**src/rtl/mem_port_arbiter_if.sv**
```systemverilog
// Memory-side bus of the unified-memory arbiter: request/ack handshake plus
// address, write data and read data.
interface mem_port_arbiter_if;
  logic        req;
  logic        we;
  logic [31:0] addr;
  logic [31:0] wdata;
  logic [31:0] rdata;
  logic        ack;

  modport master (output req, output we, output addr, output wdata,
                  input  rdata, input  ack);
  modport slave  (input  req, input  we, input  addr, input  wdata,
                  output rdata, output ack);
endinterface

```
**src/rtl/mem_port_arbiter.sv**
```systemverilog
// Shares one single-port memory between instruction fetch and data access:
// arbitration, variable-latency handshake, timeout abort and pipeline stall.
module mem_port_arbiter #(
  parameter int TIMEOUT = 64,
  parameter int FAIR    = 0
) (
  input  logic        clk_i,
  input  logic        rst_i,
  input  logic        if_req_i,
  input  logic [31:0] if_addr_i,
  output logic [31:0] if_rdata_o,
  output logic        if_valid_o,
  input  logic        dm_req_i,
  input  logic        dm_we_i,
  input  logic [31:0] dm_addr_i,
  input  logic [31:0] dm_wdata_i,
  output logic [31:0] dm_rdata_o,
  output logic        dm_valid_o,
  output logic        stall_o,
  output logic        timeout_o,
  mem_port_arbiter_if.master mem
);

  typedef enum logic [1:0] {IDLE, BUSY_I, BUSY_D, RESP} state_t;

  localparam logic       SIDE_IF = 1'b0;
  localparam logic       SIDE_DM = 1'b1;
  localparam logic [7:0] TO_LAST = 8'(TIMEOUT - 1);

  state_t      state_q, state_d;
  logic        last_q, last_d;
  logic [7:0]  cnt_q, cnt_d;
  logic        req_q, req_d;
  logic        we_q, we_d;
  logic [31:0] addr_q, addr_d;
  logic [31:0] wdata_q, wdata_d;
  logic [31:0] if_rdata_q, if_rdata_d;
  logic [31:0] dm_rdata_q, dm_rdata_d;
  logic        timeout_q, timeout_d;

  logic elig_if, elig_dm, gnt_dm, gnt_if;

  // A side whose valid is pulsing this cycle is masked, so the other side
  // can be granted in the RESP cycle and neither starves.
  assign elig_if = if_req_i & ~if_valid_o;
  assign elig_dm = dm_req_i & ~dm_valid_o;
  assign gnt_dm  = elig_dm & (~elig_if | (FAIR == 0) | (last_q == SIDE_IF));
  assign gnt_if  = elig_if & ~gnt_dm;

  assign stall_o = elig_if | elig_dm;

  always_ff @(posedge clk_i or negedge rst_i) begin
    if (!rst_i) begin
      state_q    <= IDLE;
      last_q     <= SIDE_IF;
      cnt_q      <= '0;
      req_q      <= 1'b0;
      we_q       <= 1'b0;
      addr_q     <= '0;
      wdata_q    <= '0;
      if_rdata_q <= '0;
      dm_rdata_q <= '0;
      timeout_q  <= 1'b0;
    end else begin
      state_q    <= state_d;
      last_q     <= last_d;
      cnt_q      <= cnt_d;
      req_q      <= req_d;
      we_q       <= we_d;
      addr_q     <= addr_d;
      wdata_q    <= wdata_d;
      if_rdata_q <= if_rdata_d;
      dm_rdata_q <= dm_rdata_d;
      timeout_q  <= timeout_d;
    end
  end

  always_comb begin
    state_d    = state_q;
    last_d     = last_q;
    cnt_d      = cnt_q;
    req_d      = req_q;
    we_d       = we_q;
    addr_d     = addr_q;
    wdata_d    = wdata_q;
    if_rdata_d = if_rdata_q;
    dm_rdata_d = dm_rdata_q;
    timeout_d  = timeout_q;
    case (state_q)
      IDLE, RESP: begin
        state_d = IDLE;
        if (gnt_dm) begin
          state_d = BUSY_D;
          last_d  = SIDE_DM;
          cnt_d   = '0;
          req_d   = 1'b1;
          we_d    = dm_we_i;
          addr_d  = dm_addr_i & ~32'h3;
          wdata_d = dm_wdata_i;
        end else if (gnt_if) begin
          state_d = BUSY_I;
          last_d  = SIDE_IF;
          cnt_d   = '0;
          req_d   = 1'b1;
          we_d    = 1'b0;
          addr_d  = if_addr_i & ~32'h3;
          wdata_d = '0;
        end
      end
      BUSY_I, BUSY_D: begin
        cnt_d = cnt_q + 8'd1;
        if (mem.ack) begin
          state_d = RESP;
          req_d   = 1'b0;
          if (state_q == BUSY_I)  if_rdata_d = mem.rdata;
          else if (!we_q)         dm_rdata_d = mem.rdata;
        end else if (cnt_q == TO_LAST) begin
          state_d   = RESP;
          req_d     = 1'b0;
          timeout_d = 1'b1;
          if (state_q == BUSY_I)  if_rdata_d = '0;
          else if (!we_q)         dm_rdata_d = '0;
        end
      end
      default: state_d = IDLE;
    endcase
  end

  always_comb begin
    if_valid_o = (state_q == RESP) & (last_q == SIDE_IF);
    dm_valid_o = (state_q == RESP) & (last_q == SIDE_DM);
  end

  assign if_rdata_o = if_rdata_q;
  assign dm_rdata_o = dm_rdata_q;
  assign timeout_o  = timeout_q;
  assign mem.req    = req_q;
  assign mem.we     = we_q;
  assign mem.addr   = addr_q;
  assign mem.wdata  = wdata_q;

endmodule

```
**src/flat_wrapper.sv**
```systemverilog
// flat-port wrapper written by rule: the top's interface ports become plain ports
module mem_port_arbiter_flat 
#(
  parameter int TIMEOUT = 64,
  parameter int FAIR    = 0
)
  (clk_i, rst_i, if_req_i, if_addr_i, if_rdata_o, if_valid_o, dm_req_i, dm_we_i, dm_addr_i, dm_wdata_i, dm_rdata_o, dm_valid_o, stall_o, timeout_o, mem_req, mem_we, mem_addr, mem_wdata, mem_rdata, mem_ack);
  mem_port_arbiter_if mem_i ();
  input  logic clk_i;
  input  logic rst_i;
  input  logic if_req_i;
  input  logic [31:0] if_addr_i;
  output logic [31:0] if_rdata_o;
  output logic if_valid_o;
  input  logic dm_req_i;
  input  logic dm_we_i;
  input  logic [31:0] dm_addr_i;
  input  logic [31:0] dm_wdata_i;
  output logic [31:0] dm_rdata_o;
  output logic dm_valid_o;
  output logic stall_o;
  output logic timeout_o;
  output wire logic [$bits(mem_i.req)-1:0] mem_req;
  output wire logic [$bits(mem_i.we)-1:0] mem_we;
  output wire logic [$bits(mem_i.addr)-1:0] mem_addr;
  output wire logic [$bits(mem_i.wdata)-1:0] mem_wdata;
  input wire logic [$bits(mem_i.rdata)-1:0] mem_rdata;
  input wire logic [$bits(mem_i.ack)-1:0] mem_ack;
  assign mem_req = mem_i.req;
  assign mem_we = mem_i.we;
  assign mem_addr = mem_i.addr;
  assign mem_wdata = mem_i.wdata;
  assign mem_i.rdata = mem_rdata;
  assign mem_i.ack = mem_ack;
  mem_port_arbiter #(.TIMEOUT(TIMEOUT), .FAIR(FAIR)) u_core (.clk_i(clk_i), .rst_i(rst_i), .if_req_i(if_req_i), .if_addr_i(if_addr_i), .if_rdata_o(if_rdata_o), .if_valid_o(if_valid_o), .dm_req_i(dm_req_i), .dm_we_i(dm_we_i), .dm_addr_i(dm_addr_i), .dm_wdata_i(dm_wdata_i), .dm_rdata_o(dm_rdata_o), .dm_valid_o(dm_valid_o), .stall_o(stall_o), .timeout_o(timeout_o), .mem(mem_i));
endmodule
```
**config.mk**
```make
export PLATFORM = sky130hd
export DESIGN_NAME = mem_port_arbiter_flat
export DESIGN_NICKNAME = d
export VERILOG_FILES = /design/src/rtl/mem_port_arbiter_if.sv /design/src/rtl/mem_port_arbiter.sv /design/src/flat_wrapper.sv
export SDC_FILE = /design/constraint.sdc
export NUM_CORES = 1
export LEC_CHECK = 0
export ABC_AREA = 1
export ABC_CLOCK_PERIOD_IN_PS = 2360
export BUFFER_PORTS_ARGS = -buffer_cell sky130_fd_sc_hd__buf_2
export CAP_MARGIN = 15
export CELL_PAD_IN_SITES_DETAIL_PLACEMENT = 0
export CELL_PAD_IN_SITES_GLOBAL_PLACEMENT = 2
export CORE_MARGIN = 1
export CORE_UTILIZATION = 28
export DETAILED_ROUTE_END_ITERATION = 16
export PLACE_DENSITY_LB_ADDON = 0.1
export SLEW_MARGIN = 20
export SYNTH_ARGS = -nofsm -noshare
export SYNTH_HDL_FRONTEND = slang
export SYNTH_SLANG_ARGS = --single-unit
```
**constraint.sdc**
```tcl
create_clock -name clk_i -period 2.36 [get_ports clk_i]
set_input_delay 0.472 -clock clk_i [delete_from_list [all_inputs] [get_ports clk_i]]
set_output_delay 0.472 -clock clk_i [all_outputs]
set_load 0.01 [all_outputs]
```
Word-level counts from Yosys, hierarchy flattened
Index checks and enable logic that the tools add are counted.
{"block": "op_classes", "bitwise": 13, "eq_ne": 6, "n_addsub": 1, "reduce_logical": 10, "mux": 30}
{"op": "2-to-1 mux 32 bit", "count": 14}
{"op": "2-to-1 mux 8 bit", "count": 2}
{"op": "case mux 8 bit (2 select lines)", "count": 1}
{"op": "adder 8 x 1 -> 8 bit, second input constant", "count": 1}
{"op": "== test 8 x 6 -> 1 bit, second input constant", "count": 1}
{"op": "2-to-1 mux 1 bit", "count": 8}
{"op": "inverter 1 bit", "count": 7}
{"op": "2-to-1 mux 2 bit", "count": 3}
{"op": "AND reduction 3 bit", "count": 2}
{"op": "AND 1 bit", "count": 5}
{"op": "== test 2 bit, second input constant", "count": 2}
{"op": "case mux 2 bit (2 select lines)", "count": 1}
{"op": "AND reduction 2 bit", "count": 2}
{"op": "AND reduction 4 bit", "count": 1}
{"op": "nonzero test 2 bit", "count": 2}
{"op": "OR reduction 2 bit", "count": 2}
{"op": "!= test 3 x 1 -> 1 bit, second input constant", "count": 1}
{"op": "!= test 3 x 2 -> 1 bit, second input constant", "count": 1}
{"op": "== test 2 x 1 -> 1 bit, second input constant", "count": 1}
{"op": "zero test 2 bit", "count": 1}
{"op": "case mux 1 bit (2 select lines)", "count": 1}
{"op": "OR 1 bit", "count": 1}
{"block": "totals", "reg_bits": 142, "out_inout_bits": 134, "wordCells": 70}

Depth between registers and ports, before layout
{"block": "logic_depth", "word_depth": 9, "mapped_depth": 9}

Worst setup path after synthesis
No wires, ideal clock.
{"block": "synth_path", "kind": "register -> register", "from": "reg u_core.state_q[0]", "to": "reg u_core.if_rdata_q[27], in the netlist u_core.if_rdata_o[27]", "setup_slack_ns": 0.783, "stages_incl_launch_ff": 9, "setup_time_ns": 0.117, "required_time_ns": 2.243, "t_arrival_ns": 1.460, "period_less_slack_ns": 1.577, "path_cell_list": "dfrtp_1 > ha_1 > buf_2 > inv_1 > buf_2 > nand3_4 > buf_6 > nand2_1 > nand2_1"}
{"block": "synth_via", "elab_chain_cells": 3}
{"element": "from (decl)", "line": "mem_port_arbiter.sv:30", "rtl": "state_t state_q, state_d;"}
{"element": "from (signal assigned)", "line": "mem_port_arbiter.sv:65", "rtl": "state_q <= state_d;"}
{"element": "== test 2 x 1 -> 1 bit / == test 2 bit (equally long branches)", "line": "mem_port_arbiter.sv:89, mem_port_arbiter.sv:115, mem_port_arbiter.sv:121"}
{"element": "OR reduction 2 bit", "line": "mem_port_arbiter.sv:89", "rtl": "case (state_q)"}
{"element": "AND reduction 3 bit (no line) (*)"}
{"element": "to (signal assigned)", "line": "mem_port_arbiter.sv:72", "rtl": "if_rdata_q <= if_rdata_d;"}
{"element": "to (decl)", "line": "mem_port_arbiter.sv:37", "rtl": "logic [31:0] if_rdata_q, if_rdata_d;"}
Every way passes the cells marked *; elsewhere a longest branch is shown, timed or not.
A chain may end at the register's enable or synchronous reset.

Worst setup path after layout
{"block": "layout_path", "from": "reg u_core.state_q[0]", "to": "out dm_valid_o"}
{"block": "layout_via", "elab_chain_cells": 2}
{"element": "== test 2 bit", "line": "mem_port_arbiter.sv:131", "rtl": "dm_valid_o = (state_q == RESP) & (last_q == SIDE_DM);"}
{"element": "AND 1 bit", "line": "mem_port_arbiter.sv:131"}
{"element": "to (decl)", "line": "flat_wrapper.sv:20", "rtl": "output logic dm_valid_o;"}
No other way between the ends.

==> qor.txt <==
Post-Syn Instances - 807
Critical Path RT - 1.89 ns
Mean post-synth cell area - 8.05 µm²
Die area - 0.0238 mm²
CTS resizes - 0
Dpl hpwl - 13.4 mm
Synth-to-layout area growth - 32.3%
Switching Fraction - 43.2%
Site row count - 55
Worst-skew pair later-pin latency - 0.42 ns
Number of CTS-inserted buffers - 17
Commonest non-fill, non-tap cell in the layout - nand2_1
Die Ht - 154 µm
Post-Route Skew - 0.00911 ns
Mapped cell area - 0.00649 mm²
Final hold slack - 0.275 ns
Drt wl/cell - 14.8 µm
Setup TNS - 0 ns
Hold Crit Class - in2reg
Slew Limit Fails - 0
Commonest non-fill, non-tap cells in the layout - 364 x nand2_1, 260 x buf_2, 140 x dfrtp_1
Vias in the first global route - 5895
Synth warnings - 0
R2R cell count - 8
CP max FO - 32
Core Footprint - 0.0227 mm²
Final worst-path cycle share - 92.1%
Outcome - completed
Max frequency - 460 MHz
Critical path class - reg2out
Unrepaired setup endpoints after global routing - no
DR vias/cell - 4.43
Net Sw Power - 5.11 mW
Routability cong. - 0.739
Starting Density - 28.6%
DR pass1 iterations - 4
Fin crit period - 2.17 ns
# hold bufs at CTS - 1
Crit path capture type - primary output
DR DRC count - 0
P_int - 6.72 mW
Largest net degree at the start of global routing - 67
Post-synthesis sequential area ratio - 53.9%
Logic pwr share - 43.5%
Final WL - 20.0 mm
Root buf cell - clkbuf_16
Pwr Density - 1380 mW/mm²
Clock sink count - 140
Seq cells post-synth - 140
Layout cells sized above 1 - 30.0%
Layout Nets - 1189
IO Port Bufs - 261
Pleak - 5.16 nW
Die W - 154 µm
Setup crit start kind - flop
Flop pwr share - 34.1%
CTS clock-pin slew for the worst setup and hold paths - 0.07 ns
Hold Path Stages - 3
Bufs on Longest Clock Path - 2
Top-level I/O count - 268
Setup Buffers After CTS - 0
Critical path arrival - 1.70 ns
Vias - 5979
Clock Power Share - 22.4%
Peak VDD IR - 0.682 mV
Iter 0 DRT Violations - 227
H-tree depth - 4
Grt ovf - 0
Unique masters post-synth - 25
CTS tree - yes
Initial antenna violation count - 2
Final count of negative-setup-slack endpoints - 0
All-layer global routing usage - 17.4%
Global-route wire length before repair - 32.4 mm
ANT nets after route - 0
Max-cap violation count - 0
Final hold violations - 0
-- stage by stage --
step	setup WS [ns]	area [µm²]	util (%)	power (mW)	instances
after floorplan	0.783	6500	-	7.35	808
after global placement	0.443	8010	35.3	9.31	1317
after detailed placement	0.430	8010	35.3	9.35	1317
after CTS	0.151	8590	37.8	12.1	1350
after global routing	0.0802	8590	37.8	12.9	1351
final	0.188	8590	37.8	11.8	1351
-- cell usage after synthesis, drive strengths merged --
cell type	number	area share, %
conb	1	0.058
ha	3	0.58
nand2	368	21
o211ai	1	0.12
nand4	66	6.4
o22ai	2	0.19
clkbuf	15	0.87
o21ai	39	3.0
o21bai	1	0.12
inv	78	4.5
a21oi	2	0.15
xor2	1	0.13
nand3	41	3.5
nor2	7	0.44
buf	41	4.4
nor3	1	0.077
dfrtp	140	54
-- registers in the layout, summed over array words and instances (netlist names) --
signal / cells
u_core.last_q: 1
u_core.mem.wdata: 32
u_core.cnt_q: 8
u_core.mem.addr: 30
u_core.state_q: 2
u_core.mem.req: 1
u_core.if_rdata_o: 32
u_core.dm_rdata_o: 32
u_core.timeout_o: 1
u_core.mem.we: 1
-- worst paths after layout --
path / to / slack (ns) / startpoint
worst min register to register: u_core.if_rdata_o[7] / 0.46 / u_core.if_rdata_o[7]
min in group asynchronous: u_core.if_rdata_o[13] / 0.53 / rst_i
max in group asynchronous: u_core.mem.addr[27] / 1.16 / rst_i
worst max-delay path: dm_valid_o / 0.19 / u_core.state_q[0]
worst max register to register: u_core.if_rdata_o[24] / 0.46 / u_core.cnt_q[0]
worst min-delay path: u_core.mem.wdata[27] / 0.28 / dm_wdata_i[27]
-- kinds of logic (layout without fill, tap and decap cells) --
| group | count (synthesis) | after routing | synth area share (%) |
|---|---|---|---|
| AO/OA/AOI/OAI | 45 | 45 | 3.58 |
| XOR/XNOR | 1 | 1 | 0.135 |
| adder cells (fa/ha/maj) | 3 | 3 | 0.578 |
| buffers and inverters | 134 | 391 | 9.79 |
| flip-flops | 140 | 140 | 53.9 |
| other | 1 | 3 | 0.0577 |
| AND/OR/NAND/NOR | 483 | 483 | 31.9 |
-- layout make-up --
cell class / instances / area, µm²
clock buffers: 19 / 443
fillers: 2481 / 14100
diodes: 1 / 2.50
flip-flops and latches: 140 / 3500
clock inverters: 13 / 133
inverters: 78 / 293
repair buffers: 281 / 1500
multi-input cells: 534 / 2360
well taps: 285 / 357
-- worst max-delay path, stage by stage (launching register included) --
cell	delay [ns]
dfrtp_1	0.40
ha_1	0.24
nand2_2	0.08
buf_4	0.35
inv_1	0.07
buf_2	0.14
-- metal layers --
| metal | global-route usage [%] | vias to the layer above | part of all wire [%] |
|---|---|---|---|
| met1 | 22.3 | 2753 | 45 |
| met4 | 4.95 | 2 | 1.2 |
| met5 | 0 | - | 0.065 |
| met3 | 6.08 | 16 | 7.4 |
| met2 | 27.7 | 176 | 46 |
| li1 | - | 3032 | - |
-- power by group through the flow --
| stage | Combinational, mW | Clock (mW) | Sequential (mW) |
|---|---|---|---|
| 6_report | 5.14 | 2.65 | 4.03 |
| 5_1_grt | 5.84 | 2.84 | 4.17 |
| 4_1_cts | 5.28 | 2.76 | 4.05 |
| 3_5_place_dp | 5.29 | 0 | 4.07 |
| 3_3_place_gp | 5.25 | 0 | 4.06 |
| 2_1_floorplan | 2.85 | 0 | 4.50 |
Note: power is estimated with default switching activity, not from simulation.
